$ cat config.mk
export PLATFORM = sky130hd
export DESIGN_NAME = prime_ctrl_flat
export DESIGN_NICKNAME = d
export VERILOG_FILES = /design/src/rtl/prime_ctrl_if.sv /design/src/rtl/prime_ctrl.sv /design/src/flat_wrapper.sv
export SDC_FILE = /design/constraint.sdc
export NUM_CORES = 1
export LEC_CHECK = 0
export CAP_MARGIN = 20
export CORE_UTILIZATION = 59
export CTS_CLUSTER_DIAMETER = 80
export CTS_CLUSTER_SIZE = 12
export DETAILED_ROUTE_END_ITERATION = 8
export PLACE_DENSITY = 0.82
export SLEW_MARGIN = 40
export SYNTH_ARGS = -nofsm -noshare
export SYNTH_HDL_FRONTEND = slang
export SYNTH_SLANG_ARGS = --single-unit
$ cat constraint.sdc
create_clock -name clk -period 12.6 [get_ports clk]
set_clock_uncertainty 0.15 [all_clocks]
set_input_delay 1.26 -clock clk [delete_from_list [all_inputs] [get_ports clk]]
set_output_delay 1.26 -clock clk [all_outputs]
set_load 0.005 [all_outputs]
$ cat src/rtl/prime_ctrl_if.sv
// Bundle between the primality controller and its n/rem/div/res register file.
// The controller takes the master side; the register file / host takes the slave side.
interface prime_ctrl_if #(
  parameter int W = 16
);
  logic         start;
  logic [W-1:0] n;
  logic [W-1:0] rem;
  logic [W-1:0] div;
  logic         res;
  logic [W-1:0] remi;
  logic         remld;
  logic [W-1:0] divi;
  logic         divld;
  logic         resi;
  logic         resld;
  logic         busy;
  logic         done;
  logic         prime;

  modport master (
    input  start, n, rem, div, res,
    output remi, remld, divi, divld, resi, resld, busy, done, prime
  );

  modport slave (
    output start, n, rem, div, res,
    input  remi, remld, divi, divld, resi, resld, busy, done, prime
  );
endinterface

$ cat src/rtl/prime_ctrl.sv
// Trial-division primality controller: Mealy strobes into the register file,
// remainders by repeated subtraction, divisors from 2 while div*div <= n.
module prime_ctrl #(
  parameter int W = 16
) (
  input logic          clk,
  input logic          rst,
  prime_ctrl_if.master bus
);

  typedef enum logic [2:0] {
    IDLE,
    INIT,
    CHECK,
    SUB,
    TEST,
    DONE
  } state_t;

  state_t state;
  state_t state_nx;
  logic   prime_q;

  logic [2*W-1:0] div_wide;
  logic [2*W-1:0] n_wide;
  logic [2*W-1:0] sq;

  // Full-width square: div reaches 2^(W/2), whose square does not fit in W bits.
  assign div_wide = {{W{1'b0}}, bus.div};
  assign n_wide   = {{W{1'b0}}, bus.n};
  assign sq       = div_wide * div_wide;

  always_ff @(posedge clk or negedge rst) begin
    // NOTE: sequential state uses non-blocking assignments so every flop samples pre-edge values.
    if (!rst) begin
      state <= IDLE;
    end else begin
      state <= state_nx;
    end
  end

  always_comb begin
    // NOTE: defaults first, so no branch leaves an output unassigned and no latch is inferred.
    state_nx  = state;
    bus.remi  = '0;
    bus.remld = 1'b0;
    bus.divi  = '0;
    bus.divld = 1'b0;
    bus.resi  = 1'b0;
    bus.resld = 1'b0;
    case (state)
      IDLE: begin
        if (bus.start) state_nx = INIT;
      end
      INIT: begin
        bus.divld = 1'b1;
        bus.divi  = W'(2);
        bus.resld = 1'b1;
        bus.resi  = (bus.n >= W'(2));
        state_nx  = CHECK;
      end
      CHECK: begin
        if (!bus.res || (sq > n_wide)) begin
          state_nx = DONE;
        end else begin
          bus.remld = 1'b1;
          bus.remi  = bus.n;
          state_nx  = SUB;
        end
      end
      SUB: begin
        if (bus.rem >= bus.div) begin
          bus.remld = 1'b1;
          bus.remi  = bus.rem - bus.div;
        end else begin
          state_nx = TEST;
        end
      end
      TEST: begin
        if (bus.rem == '0) begin
          bus.resld = 1'b1;
          bus.resi  = 1'b0;
          state_nx  = DONE;
        end else begin
          bus.divld = 1'b1;
          bus.divi  = bus.div + W'(1);
          state_nx  = CHECK;
        end
      end
      DONE: begin
        state_nx = IDLE;
      end
      default: begin
        state_nx = IDLE;
      end
    endcase
  end

  // Capture the result bit as it will stand after this edge, since TEST clears res on the same edge.
  always_ff @(posedge clk or negedge rst) begin
    if (!rst) begin
      prime_q <= 1'b0;
    end else if ((state != DONE) && (state_nx == DONE)) begin
      prime_q <= bus.resld ? bus.resi : bus.res;
    end
  end

  assign bus.busy  = (state != IDLE);
  assign bus.done  = (state == DONE);
  assign bus.prime = prime_q;

endmodule

$ cat src/flat_wrapper.sv
// flat-port wrapper written by rule: the top's interface ports become plain ports
module prime_ctrl_flat 
#(
  parameter int W = 16
)
  (clk, rst, bus_start, bus_n, bus_rem, bus_div, bus_res, bus_remi, bus_remld, bus_divi, bus_divld, bus_resi, bus_resld, bus_busy, bus_done, bus_prime);
  prime_ctrl_if #(.W(W)) bus_i ();
  input logic clk;
  input logic rst;
  input wire logic [$bits(bus_i.start)-1:0] bus_start;
  input wire logic [$bits(bus_i.n)-1:0] bus_n;
  input wire logic [$bits(bus_i.rem)-1:0] bus_rem;
  input wire logic [$bits(bus_i.div)-1:0] bus_div;
  input wire logic [$bits(bus_i.res)-1:0] bus_res;
  output wire logic [$bits(bus_i.remi)-1:0] bus_remi;
  output wire logic [$bits(bus_i.remld)-1:0] bus_remld;
  output wire logic [$bits(bus_i.divi)-1:0] bus_divi;
  output wire logic [$bits(bus_i.divld)-1:0] bus_divld;
  output wire logic [$bits(bus_i.resi)-1:0] bus_resi;
  output wire logic [$bits(bus_i.resld)-1:0] bus_resld;
  output wire logic [$bits(bus_i.busy)-1:0] bus_busy;
  output wire logic [$bits(bus_i.done)-1:0] bus_done;
  output wire logic [$bits(bus_i.prime)-1:0] bus_prime;
  assign bus_i.start = bus_start;
  assign bus_i.n = bus_n;
  assign bus_i.rem = bus_rem;
  assign bus_i.div = bus_div;
  assign bus_i.res = bus_res;
  assign bus_remi = bus_i.remi;
  assign bus_remld = bus_i.remld;
  assign bus_divi = bus_i.divi;
  assign bus_divld = bus_i.divld;
  assign bus_resi = bus_i.resi;
  assign bus_resld = bus_i.resld;
  assign bus_busy = bus_i.busy;
  assign bus_done = bus_i.done;
  assign bus_prime = bus_i.prime;
  prime_ctrl #(.W(W)) u_core (.clk(clk), .rst(rst), .bus(bus_i));
endmodule
**Yosys cells after proc, flatten, opt, wreduce, memory -nomap -nowiden**

Cells that the tools add are included.
W data, S select, Z words.

- Add/sub/neg operators: 2
- $mul: 1
- $lt $le $gt $ge: 3
- Eq/ne operators: 7
- Multiplexer cells: 19
- Reduce and logical (&&, ||, !) cells: 6

Operator list:

| operator | count |
|---|---|
| $pmux W16 S2 | 2 |
| $mux W16 | 3 |
| $gt A32 B16 Y1 | 1 |
| $mul A16 B16 Y32 | 1 |
| $add A16 B1 Y16 const B | 1 |
| $ge A16 B16 Y1 | 1 |
| $ge A16 B2 Y1 const B | 1 |
| $logic_not A16 Y1 | 1 |
| $sub A16 B16 Y16 | 1 |
| $pmux W3 S5 | 1 |
| $mux W3 | 4 |
| $eq A3 B3 Y1 const B | 3 |
| $eq A3 B2 Y1 const B | 2 |
| $mux W1 | 6 |
| $pmux W1 S2 | 3 |
| $eq A3 B1 Y1 const B | 1 |
| $logic_not A3 Y1 | 1 |
| $ne A3 B3 Y1 const B | 1 |
| $reduce_bool A3 Y1 | 1 |
| $logic_and A1 B1 Y1 | 1 |
| $logic_not A1 Y1 | 1 |
| $logic_or A1 B1 Y1 | 1 |

- Register bits: 4
- Bits of input ports: 52
- Output and inout port bits: 39
- Word-level logic and storage cells: 40

**Logic depth before layout (Yosys ltp)**

Gate-level depths: netlist (run 1).

- Word-level depth: 7
- Depth in mapped cells: 34

**Least setup slack after synthesis (run 1)**

Ideal clock, no wire load.

- Path type: input port to output port
- From: input bus_div[9]
- To: output bus_remi[10]
- Data arrival time: 8.756 ns
- Path slack: 2.434 ns
- Stages: 33
- Path buffers: 3
- Cells stage by stage: clkbuf_1 -> inv_1 -> clkbuf_1 -> nor2_1 -> fa_1 -> inv_1 -> fa_1 -> inv_1 -> fa_1 -> inv_1 -> fa_1 -> inv_1 -> fa_1 -> inv_1 -> fa_1 -> inv_1 -> ha_1 -> o211ai_1 -> o31ai_1 -> and2_1 -> o21ai_0 -> nand2b_1 -> xor2_1 -> ha_1 -> nand3_1 -> or3_1 -> or4_1 -> o21ai_0 -> nand4_1 -> or4_4 -> nor3_4 -> buf_6 -> a22o_1

- Word-level cells in the longest chain between the ends: 5
- Elaborated cells on any way between the ends: 8
- Those cells by class: add/sub (1); mul (1); order compare (2); mux (3); reduce/logical (1)

RTL lines:

| item | line | source |
|---|---|---|
| start, declared | flat_wrapper.sv:13 | `input wire logic [$bits(bus_i.div)-1:0] bus_div;` |
| $mul A16 B16 Y32 | prime_ctrl.sv:31 | `assign sq = div_wide * div_wide;` |
| $gt A32 B16 Y1 | prime_ctrl.sv:63 | `if (!bus.res \|\| (sq > n_wide)) begin` |
| $logic_or A1 B1 Y1 | prime_ctrl.sv:63 |  |
| $mux W16 | prime_ctrl.sv:63 |  |
| $pmux W16 S2 (*) | prime_ctrl.sv:51 | `case (state)` |
| end, declared | flat_wrapper.sv:15 | `output wire logic [$bits(bus_i.remi)-1:0] bus_remi;` |

Mark *: on every way between the ends. The rest lies on a longest branch, timed or not.

**Worst setup path in the final report (run 1)**

- From: input bus_div[2]
- To: output bus_remi[13]

Same word-level chain as after synthesis.

==> results of run 1 <==
logic make-up after synthesis:
family          count (synthesis)  share of synthesized area
xor+xnor                       61                     0.0575
simple gates                  299                      0.146
flops                           4                     0.0108
mux                             3                    0.00337
fa+ha+maj                     298                      0.534
compound gates                167                      0.120
buf+inv                       314                      0.128
metal layers:
metal | GRT usage | part of all wire
met5 | 0 | 0
met4 | 0.0847 | 0.029
met3 | 0.0498 | 0.091
met2 | 0.529 | 0.48
met1 | 0.429 | 0.40
stage by stage:
stage	hold slack, ns	cell area [um2]
floorplan	0.356	9290
global placement	0.349	10400
detailed placement	0.354	10500
CTS	0.371	10500
global route	0.404	10500
finish	0.361	10500
flip-flops by register name (all words and copies together), names as in the netlist:
| register | cells |
|---|---|
| u_core.bus.prime | 1 |
| u_core.state | 3 |
tightest hold or removal path: cells and delay by family (launching register included):
family,cells,cell delay (ns)
DFF,1,0.36
buffers and inverters,1,0.05
AOI/OAI and AO/OA,1,0.05
Yosys cell counts, types with 9 or more instances:
| master | number |
|---|---|
| xnor2_1 | 48 |
| inv_1 | 273 |
| a21o_1 | 21 |
| nor3_1 | 15 |
| nand2_1 | 99 |
| ha_1 | 134 |
| xor2_1 | 13 |
| nand3_1 | 17 |
| a21oi_1 | 42 |
| a22o_1 | 13 |
| nor2_1 | 101 |
| o21ai_0 | 32 |
| fa_1 | 164 |
| clkbuf_1 | 30 |
| nor4_1 | 11 |
| nand4_1 | 17 |
| nor2b_1 | 9 |
path summary, 6_finish.rpt:
kind | endpoint | slack, ns | cells after the start
min in group asynchronous | u_core.state[1] | 1.08 | 1
worst min register to register | u_core.bus.prime | 0.36 | 2
worst max-delay path | bus_remi[13] | 0.46 | 30
max in group asynchronous | u_core.state[2] | 11.06 | 1
worst min-delay path | u_core.bus.prime | 0.36 | 2
worst max register to register | u_core.state[1] | 10.42 | 5
cell type report:
cell class / instances / area [um2] / area share
Timing Repair Buffer: 107 / 1030 / 0.0977
Clock buffer: 3 / 75.1 / 0.00713
Sequential cell: 4 / 100 / 0.00951
Inverter: 281 / 1050 / 0.100
Multi-Input combinational cell: 828 / 8000 / 0.760
Tap cell: 211 / 264 / 0.0251
==> flow_summary.yaml, run 1 <==
drt:
  drtIter0Drc: 622
  ant_nets: 0
  firstDrtPassIters: 5
  drc: 0
  routed_wl_um: 25000
  viasPerCell: 5.74
  wl_per_cell_um: 17.4
  vias: 8235
yosys:
  yosys_warnings: 0
  synth.area.top_cells: "fa_1, ha_1, inv_1, xnor2_1, nor2_1"
  synth-edff-count: 0
  synth_cell_types: 62
  synthArstFlopShare: 1.00
  syn_area_um2: 9290
  synth_top_area_frac: 0.354
  synth-seq-area-share: 0.0108
  synth_seq_cells: 4
  avgSynthCellArea_um2: 8.10
  syn_nets: 1496
  syn_inst: 1146
  synth_top_area_cell: "fa_1"
  yosys_most_used_dff: "dfrtp_1"
status:
  status: "completed"
global_routing:
  antenna_found_initial: 0
  grt_pass1_vias: 8272
  grt_start_max_net_pins: 19
  grtUsageTotal: 0.317
  gr-total-overflow: 0
  grt_pass1_wl_um: 40400
cells_and_area:
  syn_to_final_growth_pct: 13.4
  antenna_cells: 0
  fillers: 1252
  final_cell_mix: "inv_1, fa_1, ha_1"
  layout_commonest_cell: "inv_1"
  nNetsFinal: 1575
  drive_above_1_share: 0.0303
  post-route-util: 0.690
  final_cells: 1434
floorplan:
  ios: 91
  die_h_um: 127
  design.core.area_um2: 15300
  die_w_um: 127
  num_rows: 45
  initial_core_util: 0.609
  die-area_um2: 16200
critical_path:
  path_buf_inv: 7
  worst_ep_arrival_time_ns: 10.73
  endpoint_kind: "output port"
  path_class: "in2out"
  crit_top_cell: "fa_1"
  cp-startpoint: "bus_div[2]"
  cp_slowest_cell: "clkdlybuf4s50_1"
  rr_startpoint: "u_core.state[1]"
  critPathTopFamily: "adder cells"
  critical-path-max-stage-delay_ns: 0.87
  critical_path_peak_fanout: 18
  crit_path_start_kind: "primary input"
  cp.required_ns: 11.19
clocking:
  cts_tree: "built"
  cts.sink_count: 4
  htree_levels: 1
  cts-root-buf: "clkbuf_16"
  cts_buffers: 3
  clock_latency_ns: 0.22
  path_clk_slew_ns: 0.03
  clk_path_buf_depth: 2
  hold_buffers: 0
  postCtsSetupRepairBufs: 0
  post_cts_resized: 0
sta:
  min_period_ns: 12.14
  finalSetupViolations: 0
  tightestPinTransition_ns: 0.773
  post-route-period-util: 0.963
  finalSetupTns_ns: 0
  timing.fmax_ghz: 0.0824
  grt_setup_unrepaired: "false"
  hold_viol: 0
  fin_ws_ns: 0.463
  max_slew_margin: 0.483
  drv_slew: 0
place:
  post-dp-hpwl_um: 21100
  place_congestion: 0.957
  placed_cells: 1431
  port_buffers: 90
  place_ws_ns: 0.565
worst_hold_path:
  worstHoldPathType: "reg2reg"
  min_from: "u_core.bus.prime"
run:
  cap_violations: 0
Power of run 1 is not shown: default switching activity piles up to over one toggle a cycle in this logic, so the estimate is an artifact.
==> run 2: changes to the inputs <==
--- a/config.mk
+++ b/config.mk
@@ -11,6 +11,7 @@
 export CTS_CLUSTER_SIZE = 12
 export DETAILED_ROUTE_END_ITERATION = 8
 export PLACE_DENSITY = 0.82
+export SKIP_LAST_GASP = 1
 export SLEW_MARGIN = 40
 export SYNTH_ARGS = -nofsm -noshare
 export SYNTH_HDL_FRONTEND = slang
==> results of run 2 <==
The final DEF is identical to that of run 1; final timing and power are the same.
Power of run 2 is left out for the same reason.
==> run 3: changes to the inputs <==
--- a/config.mk
+++ b/config.mk
@@ -10,7 +10,7 @@
 export CTS_CLUSTER_DIAMETER = 80
 export CTS_CLUSTER_SIZE = 12
 export DETAILED_ROUTE_END_ITERATION = 8
-export PLACE_DENSITY = 0.82
+export PLACE_DENSITY = 0.78
 export SKIP_LAST_GASP = 1
 export SLEW_MARGIN = 40
 export SYNTH_ARGS = -nofsm -noshare
==> run 3 against run 2 <==
Against the previous run: worst setup slack better by 0.078 ns; routed wire length up 1.1%; sequential share of layout area hardly changed; final cell count about the same; first-iteration DRC count fell by 11%; non-clock buffer count grew 1.
==> flow_summary.yaml, run 3 (same netlist as run 1, synthesis figures left out) <==
worst_hold_path:
  min_path_cells: 2
  hold_end: "u_core.bus.prime"
  worstHoldPathType: "reg2reg"
  min_from: "u_core.bus.prime"
drt:
  wl_per_cell_um: 17.6
  routed_wl_um: 25200
  vias: 8084
  firstDrtPassIters: 5
  viasPerCell: 5.63
  ant_nets: 0
  drtIter0Drc: 554
  drc: 0
sta:
  post-route-period-util: 0.957
  drv_slew: 0
  grt_setup_unrepaired: "false"
  max_slew_margin: 0.565
  fin_ws_ns: 0.541
  min_period_ns: 12.06
  tightestPinTransition_ns: 0.650
  finalSetupViolations: 0
  finalSetupTns_ns: 0
  hold_viol: 0
  timing.fmax_ghz: 0.0829
critical_path:
  crit_path_start_kind: "primary input"
  cp-startpoint: "bus_div[9]"
  endpoint_kind: "output port"
  worst_ep_arrival_time_ns: 10.65
  critical_path_peak_fanout: 18
  worstReg2RegEnd: "u_core.state[1]"
  reg2reg_depth: 5
  cp_slowest_cell: "clkdlybuf4s50_1"
  critPathTopFamily: "adder cells"
  crit_top_cell: "inv_1"
  path_buf_inv: 9
  rr_startpoint: "u_core.state[1]"
  ff2ff_setup_slack_ns: 10.48
  path_class: "in2out"
  cp.required_ns: 11.19
  critical-path-max-stage-delay_ns: 0.65
floorplan:
  die_w_um: 127
  ios: 91
  num_rows: 45
  die_h_um: 127
  design.core.area_um2: 15300
  initial_core_util: 0.609
  die-area_um2: 16200
clocking:
  post_cts_resized: 0
  cts.sink_count: 4
  cts_tree: "built"
  postCtsSetupRepairBufs: 0
  hold_buffers: 0
  htree_levels: 1
  cts_buffers: 3
  clk_path_buf_depth: 2
  cts-root-buf: "clkbuf_16"
  clock_latency_ns: 0.22
  path_clk_slew_ns: 0.03
cells_and_area:
  syn_to_final_growth_pct: 13.4
  drive_above_1_share: 0.0310
  layout_commonest_cell: "inv_1"
  antenna_cells: 0
  final_cell_mix: "inv_1, fa_1, ha_1"
  largest_register: "u_core.state"
  largest_reg_flops: 3
  nNetsFinal: 1576
  post-route-util: 0.690
  design_area_um2: 10500
place:
  place_area_um2: 10500
  post-dp-hpwl_um: 21500
  place_ws_ns: 0.660
  port_buffers: 90
  place_congestion: 0.923
global_routing:
  gr-total-overflow: 0
  antenna_found_initial: 0
  grt_pass1_wl_um: 41500
  grt_start_max_net_pins: 19
  grtUsageTotal: 0.329
  grt_pass1_vias: 8251
status:
  status: "completed"
run:
  cap_violations: 0
## run 3: cell types whose count changed in the layout (fill, tap and decap cells not counted), sizes merged
cell / before / now
buf: 17 / 18
## run 3: how the worst max path moves through the flow
stage                   end  depth (start not counted)
3_5_place_dp    bus_remi[2]                         32
3_3_place_gp    bus_remi[2]                         32
4_1_cts         bus_remi[2]                         30
2_1_floorplan  bus_remi[10]                         33
6_report        bus_remi[2]                         32
5_1_grt         bus_remi[6]                         32
## run 3: cell type report
cell class / instances / area (um2)
fillers: 1287 / 4720
well taps: 211 / 264
multi-input cells: 828 / 8000
clock buffers: 3 / 75.1
inverters: 281 / 1050
repair buffers: 108 / 1040
flip-flops and latches: 4 / 100
## run 3: metal layers
| layer | global-route usage | vias to the layer above | share of wire |
|---|---|---|---|
| li1 | - | 3789 | - |
| met1 | 0.452 | 3958 | 0.42 |
| met2 | 0.559 | 290 | 0.48 |
| met3 | 0.0343 | 47 | 0.066 |
| met4 | 0.0826 | 0 | 0.027 |
| met5 | 0 | - | 0 |
## run 3: metrics by stage
stage,instances,hold slack (ns)
6_report,1435,0.377
5_1_grt,1435,0.415
4_1_cts,1435,0.387
3_5_place_dp,1432,0.352
3_3_place_gp,1432,0.351
2_1_floorplan,1146,0.356
## run 3: worst min-delay path, cell delays in order (launching register included)
cell     delay, ns
dfrtp_1       0.36
inv_1         0.06
a21oi_1       0.06
Power of run 3 is left out for the same reason.
